**src/rtl/hilo_muldiv_pkg.sv**
```systemverilog
// ---------------------------------------------------------------------------
// hilo_muldiv_pkg
//   Shared definitions for the HI/LO multiply/divide engine: the op code
//   values driven by the decoder, the engine state encoding, the
//   accumulate mode applied to a finished product, and small op-decoding
//   helpers used by the top level.
// ---------------------------------------------------------------------------
package hilo_muldiv_pkg;

    // Op codes are carried as a plain 32-bit value so the top can widen its
    // OPW-bit op field once and compare against these without width casts.
    typedef int unsigned opcode_t;

    localparam opcode_t OP_NOP   = 0;
    localparam opcode_t OP_MTHI  = 1;
    localparam opcode_t OP_MTLO  = 2;
    localparam opcode_t OP_MULT  = 3;
    localparam opcode_t OP_MULTU = 4;
    localparam opcode_t OP_DIV   = 5;
    localparam opcode_t OP_DIVU  = 6;
    localparam opcode_t OP_MADD  = 7;
    localparam opcode_t OP_MADDU = 8;
    localparam opcode_t OP_MSUB  = 9;
    localparam opcode_t OP_MSUBU = 10;

    typedef enum logic [1:0] {
        ST_IDLE = 2'd0,
        ST_MUL  = 2'd1,
        ST_DIV  = 2'd2,
        ST_FIX  = 2'd3
    } state_t;

    // How a registered product is folded into {HI,LO} at commit.
    typedef enum logic [1:0] {
        ACC_NONE = 2'd0,
        ACC_ADD  = 2'd1,
        ACC_SUB  = 2'd2
    } acc_mode_t;

    function automatic logic is_mul_op(input opcode_t code);
        return (code == OP_MULT)  || (code == OP_MULTU) ||
               (code == OP_MADD)  || (code == OP_MADDU) ||
               (code == OP_MSUB)  || (code == OP_MSUBU);
    endfunction

    function automatic logic is_div_op(input opcode_t code);
        return (code == OP_DIV) || (code == OP_DIVU);
    endfunction

    function automatic logic is_signed_mul(input opcode_t code);
        return (code == OP_MULT) || (code == OP_MADD) || (code == OP_MSUB);
    endfunction

    function automatic acc_mode_t acc_mode_of(input opcode_t code);
        case (code)
            OP_MADD, OP_MADDU: return ACC_ADD;
            OP_MSUB, OP_MSUBU: return ACC_SUB;
            default:           return ACC_NONE;
        endcase
    endfunction

endpackage

```
**src/rtl/hilo_div_core.sv**
```systemverilog
// ---------------------------------------------------------------------------
// hilo_div_core
//   Unsigned restoring divider, one quotient bit per step. The caller
//   supplies operand magnitudes; sign handling lives in the top level.
//
//   clk, rst   : clock, asynchronous active-low reset
//   start      : load dividend/divisor, clear remainder, arm the counter
//   step       : perform one restoring shift/subtract step
//   dividend   : unsigned dividend magnitude (sampled on start)
//   divisor    : unsigned divisor magnitude (sampled on start, non-zero)
//   quotient   : quotient shift register
//   remainder  : partial remainder register
//   finish     : high while the step now being taken is the last one
// ---------------------------------------------------------------------------
module hilo_div_core #(
    parameter int DW = 32
) (
    input  logic          clk,
    input  logic          rst,
    input  logic          start,
    input  logic          step,
    input  logic [DW-1:0] dividend,
    input  logic [DW-1:0] divisor,
    output logic [DW-1:0] quotient,
    output logic [DW-1:0] remainder,
    output logic          finish
);

    localparam int CW = (DW > 1) ? $clog2(DW) : 1;

    logic [DW-1:0] rem_q;
    logic [DW-1:0] quo_q;
    logic [DW-1:0] dvs_q;
    logic [CW-1:0] count_q;

    logic [DW:0]   shifted;
    logic [DW-1:0] trial;
    logic          fits;

    // The partial remainder is always below the divisor, so after shifting
    // in the next dividend bit it needs one extra bit; the difference, when
    // it is kept, is again below the divisor and fits back into DW bits.
    assign shifted = {rem_q, quo_q[DW-1]};
    assign trial   = shifted[DW-1:0] - dvs_q;
    assign fits    = (shifted >= {1'b0, dvs_q});

    // Quotient bits enter at the bottom of the dividend register as the
    // dividend bits leave at the top, so one register serves both roles.
    always_ff @(posedge clk or negedge rst) begin
        if (!rst) begin
            rem_q   <= '0;
            quo_q   <= '0;
            dvs_q   <= '0;
            count_q <= '0;
        end else if (start) begin
            rem_q   <= '0;
            quo_q   <= dividend;
            dvs_q   <= divisor;
            count_q <= CW'(DW - 1);
        end else if (step) begin
            rem_q <= fits ? trial : shifted[DW-1:0];
            quo_q <= {quo_q[DW-2:0], fits};
            if (count_q != '0) begin
                count_q <= count_q - 1'b1;
            end
        end
    end

    assign quotient  = quo_q;
    assign remainder = rem_q;
    assign finish    = (count_q == '0);

endmodule

```
**src/rtl/hilo_muldiv.sv**
```systemverilog
// ---------------------------------------------------------------------------
// hilo_muldiv
//   HI/LO architectural register pair with a multiply/accumulate unit and an
//   iterative restoring divider. Multiplies take one busy cycle, divides
//   DW+1 busy cycles; results reach HI/LO only at the commit edge.
//
//   clk       : rising-edge clock
//   rst       : asynchronous active-low reset
//   start     : operation request, only taken when idle and not cancelled
//   op        : operation code (see hilo_muldiv_pkg)
//   src_a     : rs operand / dividend
//   src_b     : rt operand / divisor
//   cancel    : synchronous flush of the requested or in-flight operation
//   busy      : engine occupied
//   done      : one-cycle pulse, HI/LO already hold the committed result
//   hi_rdata  : current HI
//   lo_rdata  : current LO
// ---------------------------------------------------------------------------
module hilo_muldiv
    import hilo_muldiv_pkg::*;
#(
    parameter int DW  = 32,
    parameter int OPW = 4
) (
    input  logic           clk,
    input  logic           rst,
    input  logic           start,
    input  logic [OPW-1:0] op,
    input  logic [DW-1:0]  src_a,
    input  logic [DW-1:0]  src_b,
    input  logic           cancel,
    output logic           busy,
    output logic           done,
    output logic [DW-1:0]  hi_rdata,
    output logic [DW-1:0]  lo_rdata
);

    state_t          state;
    state_t          next_state;
    opcode_t         op_code;

    logic            do_mthi;
    logic            do_mtlo;
    logic            load_mul;
    logic            load_div;
    logic            load_dz;
    logic            div_step;
    logic            commit_mul;
    logic            commit_div;

    logic [DW-1:0]   hi_q;
    logic [DW-1:0]   lo_q;
    logic            done_q;

    logic            signed_mul;
    logic [2*DW-1:0] ext_a;
    logic [2*DW-1:0] ext_b;
    logic [2*DW-1:0] product;
    logic [2*DW-1:0] prod_q;
    acc_mode_t       acc_mode_q;
    logic [2*DW-1:0] hilo_cur;
    logic [2*DW-1:0] mul_result;

    logic            signed_div;
    logic [DW-1:0]   mag_a;
    logic [DW-1:0]   mag_b;
    logic            neg_quo_q;
    logic            neg_rem_q;
    logic            div_zero_q;
    logic [DW-1:0]   dz_hi_q;
    logic [DW-1:0]   core_quo;
    logic [DW-1:0]   core_rem;
    logic            core_finish;
    logic [DW-1:0]   div_hi;
    logic [DW-1:0]   div_lo;

    assign op_code = opcode_t'(op);

    // ---------------------------------------------------------------------
    // Multiply datapath. Sign- or zero-extending both operands to 2*DW and
    // keeping the low 2*DW bits of the product gives the correct signed or
    // unsigned result with a single multiplier.
    // ---------------------------------------------------------------------
    assign signed_mul = is_signed_mul(op_code);
    assign ext_a      = signed_mul ? {{DW{src_a[DW-1]}}, src_a} : {{DW{1'b0}}, src_a};
    assign ext_b      = signed_mul ? {{DW{src_b[DW-1]}}, src_b} : {{DW{1'b0}}, src_b};
    assign product    = ext_a * ext_b;

    assign hilo_cur = {hi_q, lo_q};

    always_comb begin
        mul_result = prod_q;
        case (acc_mode_q)
            ACC_ADD: mul_result = hilo_cur + prod_q;
            ACC_SUB: mul_result = hilo_cur - prod_q;
            default: mul_result = prod_q;
        endcase
    end

    // ---------------------------------------------------------------------
    // Divide datapath. The core works on magnitudes; the most negative
    // dividend negates to itself, which is already its correct unsigned
    // magnitude, so min / -1 needs no special handling.
    // ---------------------------------------------------------------------
    assign signed_div = (op_code == OP_DIV);
    assign mag_a      = (signed_div && src_a[DW-1]) ? -src_a : src_a;
    assign mag_b      = (signed_div && src_b[DW-1]) ? -src_b : src_b;

    hilo_div_core #(
        .DW(DW)
    ) u_div_core (
        .clk       (clk),
        .rst       (rst),
        .start     (load_div),
        .step      (div_step),
        .dividend  (mag_a),
        .divisor   (mag_b),
        .quotient  (core_quo),
        .remainder (core_rem),
        .finish    (core_finish)
    );

    // A zero divisor bypasses the core entirely; the fix-up cycle then
    // publishes the dividend as HI and all ones as LO.
    always_comb begin
        div_hi = neg_rem_q ? -core_rem : core_rem;
        div_lo = neg_quo_q ? -core_quo : core_quo;
        if (div_zero_q) begin
            div_hi = dz_hi_q;
            div_lo = '1;
        end
    end

    // ---------------------------------------------------------------------
    // Engine state register.
    // ---------------------------------------------------------------------
    always_ff @(posedge clk or negedge rst) begin
        if (!rst) begin
            state <= ST_IDLE;
        end else begin
            state <= next_state;
        end
    end

    // ---------------------------------------------------------------------
    // Next-state and control decode. Cancel always wins: it blocks a new
    // request in IDLE and suppresses any commit in a busy state.
    // ---------------------------------------------------------------------
    always_comb begin
        next_state = state;
        do_mthi    = 1'b0;
        do_mtlo    = 1'b0;
        load_mul   = 1'b0;
        load_div   = 1'b0;
        load_dz    = 1'b0;
        div_step   = 1'b0;
        commit_mul = 1'b0;
        commit_div = 1'b0;
        unique case (state)
            ST_IDLE: begin
                if (start && !cancel) begin
                    if (op_code == OP_MTHI) begin
                        do_mthi = 1'b1;
                    end else if (op_code == OP_MTLO) begin
                        do_mtlo = 1'b1;
                    end else if (is_mul_op(op_code)) begin
                        load_mul   = 1'b1;
                        next_state = ST_MUL;
                    end else if (is_div_op(op_code)) begin
                        if (src_b == '0) begin
                            load_dz    = 1'b1;
                            next_state = ST_FIX;
                        end else begin
                            load_div   = 1'b1;
                            next_state = ST_DIV;
                        end
                    end
                end
            end
            ST_MUL: begin
                next_state = ST_IDLE;
                commit_mul = !cancel;
            end
            ST_DIV: begin
                if (cancel) begin
                    next_state = ST_IDLE;
                end else begin
                    div_step = 1'b1;
                    if (core_finish) begin
                        next_state = ST_FIX;
                    end
                end
            end
            ST_FIX: begin
                next_state = ST_IDLE;
                commit_div = !cancel;
            end
            default: begin
                next_state = ST_IDLE;
            end
        endcase
    end

    // ---------------------------------------------------------------------
    // Operand-side registers captured on acceptance: the registered product
    // with its accumulate mode, and the divide sign/zero bookkeeping.
    // ---------------------------------------------------------------------
    always_ff @(posedge clk or negedge rst) begin
        if (!rst) begin
            prod_q     <= '0;
            acc_mode_q <= ACC_NONE;
            neg_quo_q  <= 1'b0;
            neg_rem_q  <= 1'b0;
            div_zero_q <= 1'b0;
            dz_hi_q    <= '0;
        end else begin
            if (load_mul) begin
                prod_q     <= product;
                acc_mode_q <= acc_mode_of(op_code);
            end
            if (load_div) begin
                neg_quo_q  <= signed_div && (src_a[DW-1] ^ src_b[DW-1]);
                neg_rem_q  <= signed_div && src_a[DW-1];
                div_zero_q <= 1'b0;
            end
            if (load_dz) begin
                neg_quo_q  <= 1'b0;
                neg_rem_q  <= 1'b0;
                div_zero_q <= 1'b1;
                dz_hi_q    <= src_a;
            end
        end
    end

    // ---------------------------------------------------------------------
    // Architectural HI/LO and the done pulse. Only these registers drive the
    // read ports, so in-progress arithmetic is never visible.
    // ---------------------------------------------------------------------
    always_ff @(posedge clk or negedge rst) begin
        if (!rst) begin
            hi_q   <= '0;
            lo_q   <= '0;
            done_q <= 1'b0;
        end else begin
            done_q <= do_mthi | do_mtlo | commit_mul | commit_div;
            if (do_mthi) begin
                hi_q <= src_a;
            end else if (do_mtlo) begin
                lo_q <= src_a;
            end else if (commit_mul) begin
                hi_q <= mul_result[2*DW-1:DW];
                lo_q <= mul_result[DW-1:0];
            end else if (commit_div) begin
                hi_q <= div_hi;
                lo_q <= div_lo;
            end
        end
    end

    assign busy     = (state != ST_IDLE);
    assign done     = done_q;
    assign hi_rdata = hi_q;
    assign lo_rdata = lo_q;

endmodule

```
**config.mk**
```make
export PLATFORM = sky130hd
export DESIGN_NAME = hilo_muldiv
export DESIGN_NICKNAME = d
export VERILOG_FILES = /design/src/rtl/hilo_muldiv_pkg.sv /design/src/rtl/hilo_div_core.sv /design/src/rtl/hilo_muldiv.sv
export SDC_FILE = /design/constraint.sdc
export NUM_CORES = 2
export LEC_CHECK = 0
export CAP_MARGIN = 20
export CORE_ASPECT_RATIO = 0.8
export CORE_MARGIN = 2
export CORE_UTILIZATION = 60
export CTS_BUF_LIST = sky130_fd_sc_hd__clkbuf_4 sky130_fd_sc_hd__clkbuf_8
export DETAILED_ROUTE_END_ITERATION = 10
export PLACE_DENSITY = 0.77
export REMOVE_ABC_BUFFERS = 1
export SYNTH_ARGS = -nofsm -noshare
export SYNTH_HDL_FRONTEND = slang
export SYNTH_HIERARCHICAL = 1
export SYNTH_SLANG_ARGS = --single-unit
export TNS_END_PERCENT = 30
```
**constraint.sdc**
```tcl
create_clock -name clk -period 6.3 [get_ports clk]
set_clock_uncertainty 0.2 [all_clocks]
set_input_delay 1.89 -clock clk [delete_from_list [all_inputs] [get_ports clk]]
set_output_delay 1.89 -clock clk [all_outputs]
set_load 0.02 [all_outputs]
```
==> results.md <==
* Worst EP required at 6.62 ns
* Top cell type's share of synthesized area at 40.7%
* Slowest stage cell, crit path: fa_1
* Cell Count, Final, Fillers Out at 10300
* Worst Tran Pin Value at 1.18 ns
* Top cells by area, synth: fa_1, dfrtp_1, inv_1, ha_1, nand2_1
* HP Class: register to register
* Worst slew margin at 21.3%
* Die width at 385 um
* Share of cells above drive strength 1 at 16.8%
* Slowest stage delay, CP at 0.59 ns
* # IOs at 138
* Period utilization at 166%
* Worst path depth at 36
* CTS tree: built
* Row count at 111
* Clock slew at reported path FFs at 0.06 ns
* RSZ-0062 raised after global routing: true
* Ys async rst share at 100%
* Failing checks: negative setup slack
* Fmax at 95.7 MHz
* Cell Area, Placed at 78600 um2
* Post-DR wirelength/cell at 24.1 um
* CTS sink cnt at 269
* Commonest cells after routing, fill and taps aside: inv_1, fa_1, nand2_1, buf_4, ha_1
* Largest net degree at the start of global routing at 117
* Sequential area share after synthesis at 9.65%
* GPL Wtd Cong at 1.08
* Post-synthesis cell area at 69800 um2
* Leading area contributor after synthesis: fa_1
* DRC viols at 0
* Synth Flop Type: dfrtp_1
* Final setup fails at 57
* Clk_lat worst skew at 0.64 ns
* Final Hold Fails at 0
* Initial Utilization at 60.7%
* Placed insts at 10100
* Crit Path Category: primary input to register
* Commonest non-fill, non-tap cell in the layout: inv_1
* Area of the core at 115000 um2
* Path depth of the worst reg2reg path at 20
* CP most frequent cell: fa_1
* Max-Cap Viols at 0
* Slew Viols, Final at 0
* Mapped Avg Cell Area at 8.73 um2
* H-tree levels at 2
* Fill cells at 8496
* Crit start category: primary input
* Clock Tree Buf Depth at 3
* Worst path bufs/invs at 13
* Post-DRT Antenna Nets at 0
* Number of distinct library cells after synthesis at 97
* Hold path depth at 2
* GRT Resource Usage Total at 42.2%
* Die area at 119000 um2
* Vias in the first global route at 62600
* Final HPWL DP at 204000 um
* P&R area growth vs syn at 18.1%
* Nets@finish at 10600
* GRT overflow at 0
* Routed via count at 60800
* CP arrival at 10.77 ns
* PnR worst setup slack at -4.15 ns
* Post-CTS Hold Fix Bufs at 0
* DRT iter0 DRCs at 6749
* Root Driver: clkbuf_8
* WL final at 247000 um
* I/O Buffers at 137
* CP startpoint: op[2]
* Delay-heaviest family, CP: adder cells
* Die Y at 309 um
* Multi-input logic area at 56700 um2
* Outcome: finished, violations left
* Cells after synthesis at 7992
* Num CTS Buffers at 48
* #FFs+latches synth at 269
* Yosys warning count at 6
* Initial antenna violation count at 13
* Critical-path maximum fanout at 6
* Post-synth EDFFs at 0
* Crit end category: register
* Final period demand of the worst path at 10.45 ns
* Final Util at 71.7%
* First-pass GRT wire length at 377000 um
* Detailed Routing Iterations Pass 1 at 6
* Reg-to-reg startpoint: prod_q[5]$_DFFE_PN0P_
* Min-delay src: dz_hi_q[20]$_DFFE_PN0P_
* Register area at 6730 um2
* Finished Cell Area at 82400 um2
* DR vias/cell at 5.93
==> worst paths after layout <==
check,to,slack (ns)
worst min-delay path,dz_hi_q[20]$_DFFE_PN0P_,0.29
worst max-delay path,prod_q[60]$_DFFE_PN0P_,-4.15
max in group asynchronous,u_div_core/remainder[23]$_DFFE_PN0P_,3.65
min in group asynchronous,u_div_core/dvs_q[6]$_DFFE_PN0P_,1.17
worst max register to register,hi_rdata[26]$_DFFE_PN0P_,0.28
worst min register to register,dz_hi_q[20]$_DFFE_PN0P_,0.29
==> registers in the layout, summed over array words and instances, names as in the netlist, 2 cells and up <==
signal / cells
acc_mode_q: 2
u_div_core/count_q: 5
u_div_core/remainder: 32
prod_q: 64
u_div_core/quotient: 32
dz_hi_q: 32
lo_rdata: 32
u_div_core/dvs_q: 32
state: 2
hi_rdata: 32
==> Yosys cell counts, types with 15 or more instances <==
| cell type | instances |
|---|---|
| a211oi_1 | 23 |
| a21o_1 | 96 |
| a21oi_1 | 315 |
| a221oi_1 | 29 |
| a22oi_1 | 15 |
| a311oi_1 | 32 |
| a31oi_1 | 32 |
| and2_1 | 370 |
| and3_1 | 34 |
| buf_1 | 68 |
| clkbuf_1 | 360 |
| dfrtp_1 | 269 |
| fa_1 | 1417 |
| ha_1 | 418 |
| inv_1 | 1651 |
| mux2_1 | 22 |
| mux2i_1 | 54 |
| nand2_1 | 1151 |
| nand2b_1 | 31 |
| nand3_1 | 56 |
| nand4_1 | 37 |
| nor2_1 | 276 |
| nor2b_1 | 24 |
| nor3_1 | 63 |
| nor4_1 | 26 |
| o211ai_1 | 35 |
| o21a_1 | 22 |
| o21ai_0 | 312 |
| o21ai_1 | 20 |
| o21bai_1 | 38 |
| o221ai_1 | 15 |
| o31ai_1 | 44 |
| o41ai_1 | 16 |
| or3_1 | 34 |
| or4_1 | 15 |
| xnor2_1 | 249 |
| xor2_1 | 121 |
==> repair_timing <==
item                       4_1_cts  5_1_grt
gates resized for setup        396      136
pin swaps                      218      121
buffers inserted                81       12
gates cloned                     3        0
setup endpoints to repair       58       61
==> kinds of logic after synthesis <==
| family | Yosys count | share of synthesized area [%] |
|---|---|---|
| AO/OA/AOI/OAI | 1151 | 10.4 |
| XOR/XNOR | 370 | 4.64 |
| adder cells (fa/ha/maj) | 1836 | 48.2 |
| buffers and inverters | 2103 | 11.4 |
| flip-flops | 269 | 9.65 |
| multiplexers | 88 | 1.33 |
| AND/OR/NAND/NOR | 2175 | 14.4 |
==> worst register-to-register path: cells and delay by family, from the launching register on <==
family	cells	cell delay, ns
buffers and inverters	1	0.21
adder cells (fa/ha/maj)	1	0.33
multiplexers	1	0.35
XOR/XNOR	1	0.20
flip-flops	1	0.37
AO/OA/AOI/OAI	6	1.22
AND/OR/NAND/NOR	10	3.06
==> stage by stage <==
| step | hold WS (ns) | setup TNS (ns) | setup WS [ns] |
|---|---|---|---|
| after CTS | 0.286 | -163.88 | -4.18 |
| after floorplan | 0.250 | -447.22 | -5.11 |
| after global placement | 0.263 | -229.87 | -5.13 |
| after global routing | 0.307 | -182.92 | -4.40 |
| final | 0.289 | -168.35 | -4.15 |
| after detailed placement | 0.272 | -236.49 | -5.37 |
==> area by class of cell <==
class                   instances  area share, %
multi-input cells            5620           68.8
clock buffers                  72           1.10
clock inverters                10          0.137
well taps                    1525           2.32
diodes                         11         0.0334
inverters                    1653           7.53
flip-flops and latches        269           8.17
repair buffers               1093           11.9
==> metal layers <==
layer	GRT usage (%)	vias to the layer above	share of wire [%]
met2	59.0	3973	41
li1	-	26000	-
met3	16.5	627	15
met4	15.7	18	4.5
met1	59.3	30200	40
met5	1.93	-	0.19
Power is left out: the tool's default activity adds up to more than one toggle a clock period on the data nets, which glitch-free logic cannot reach.
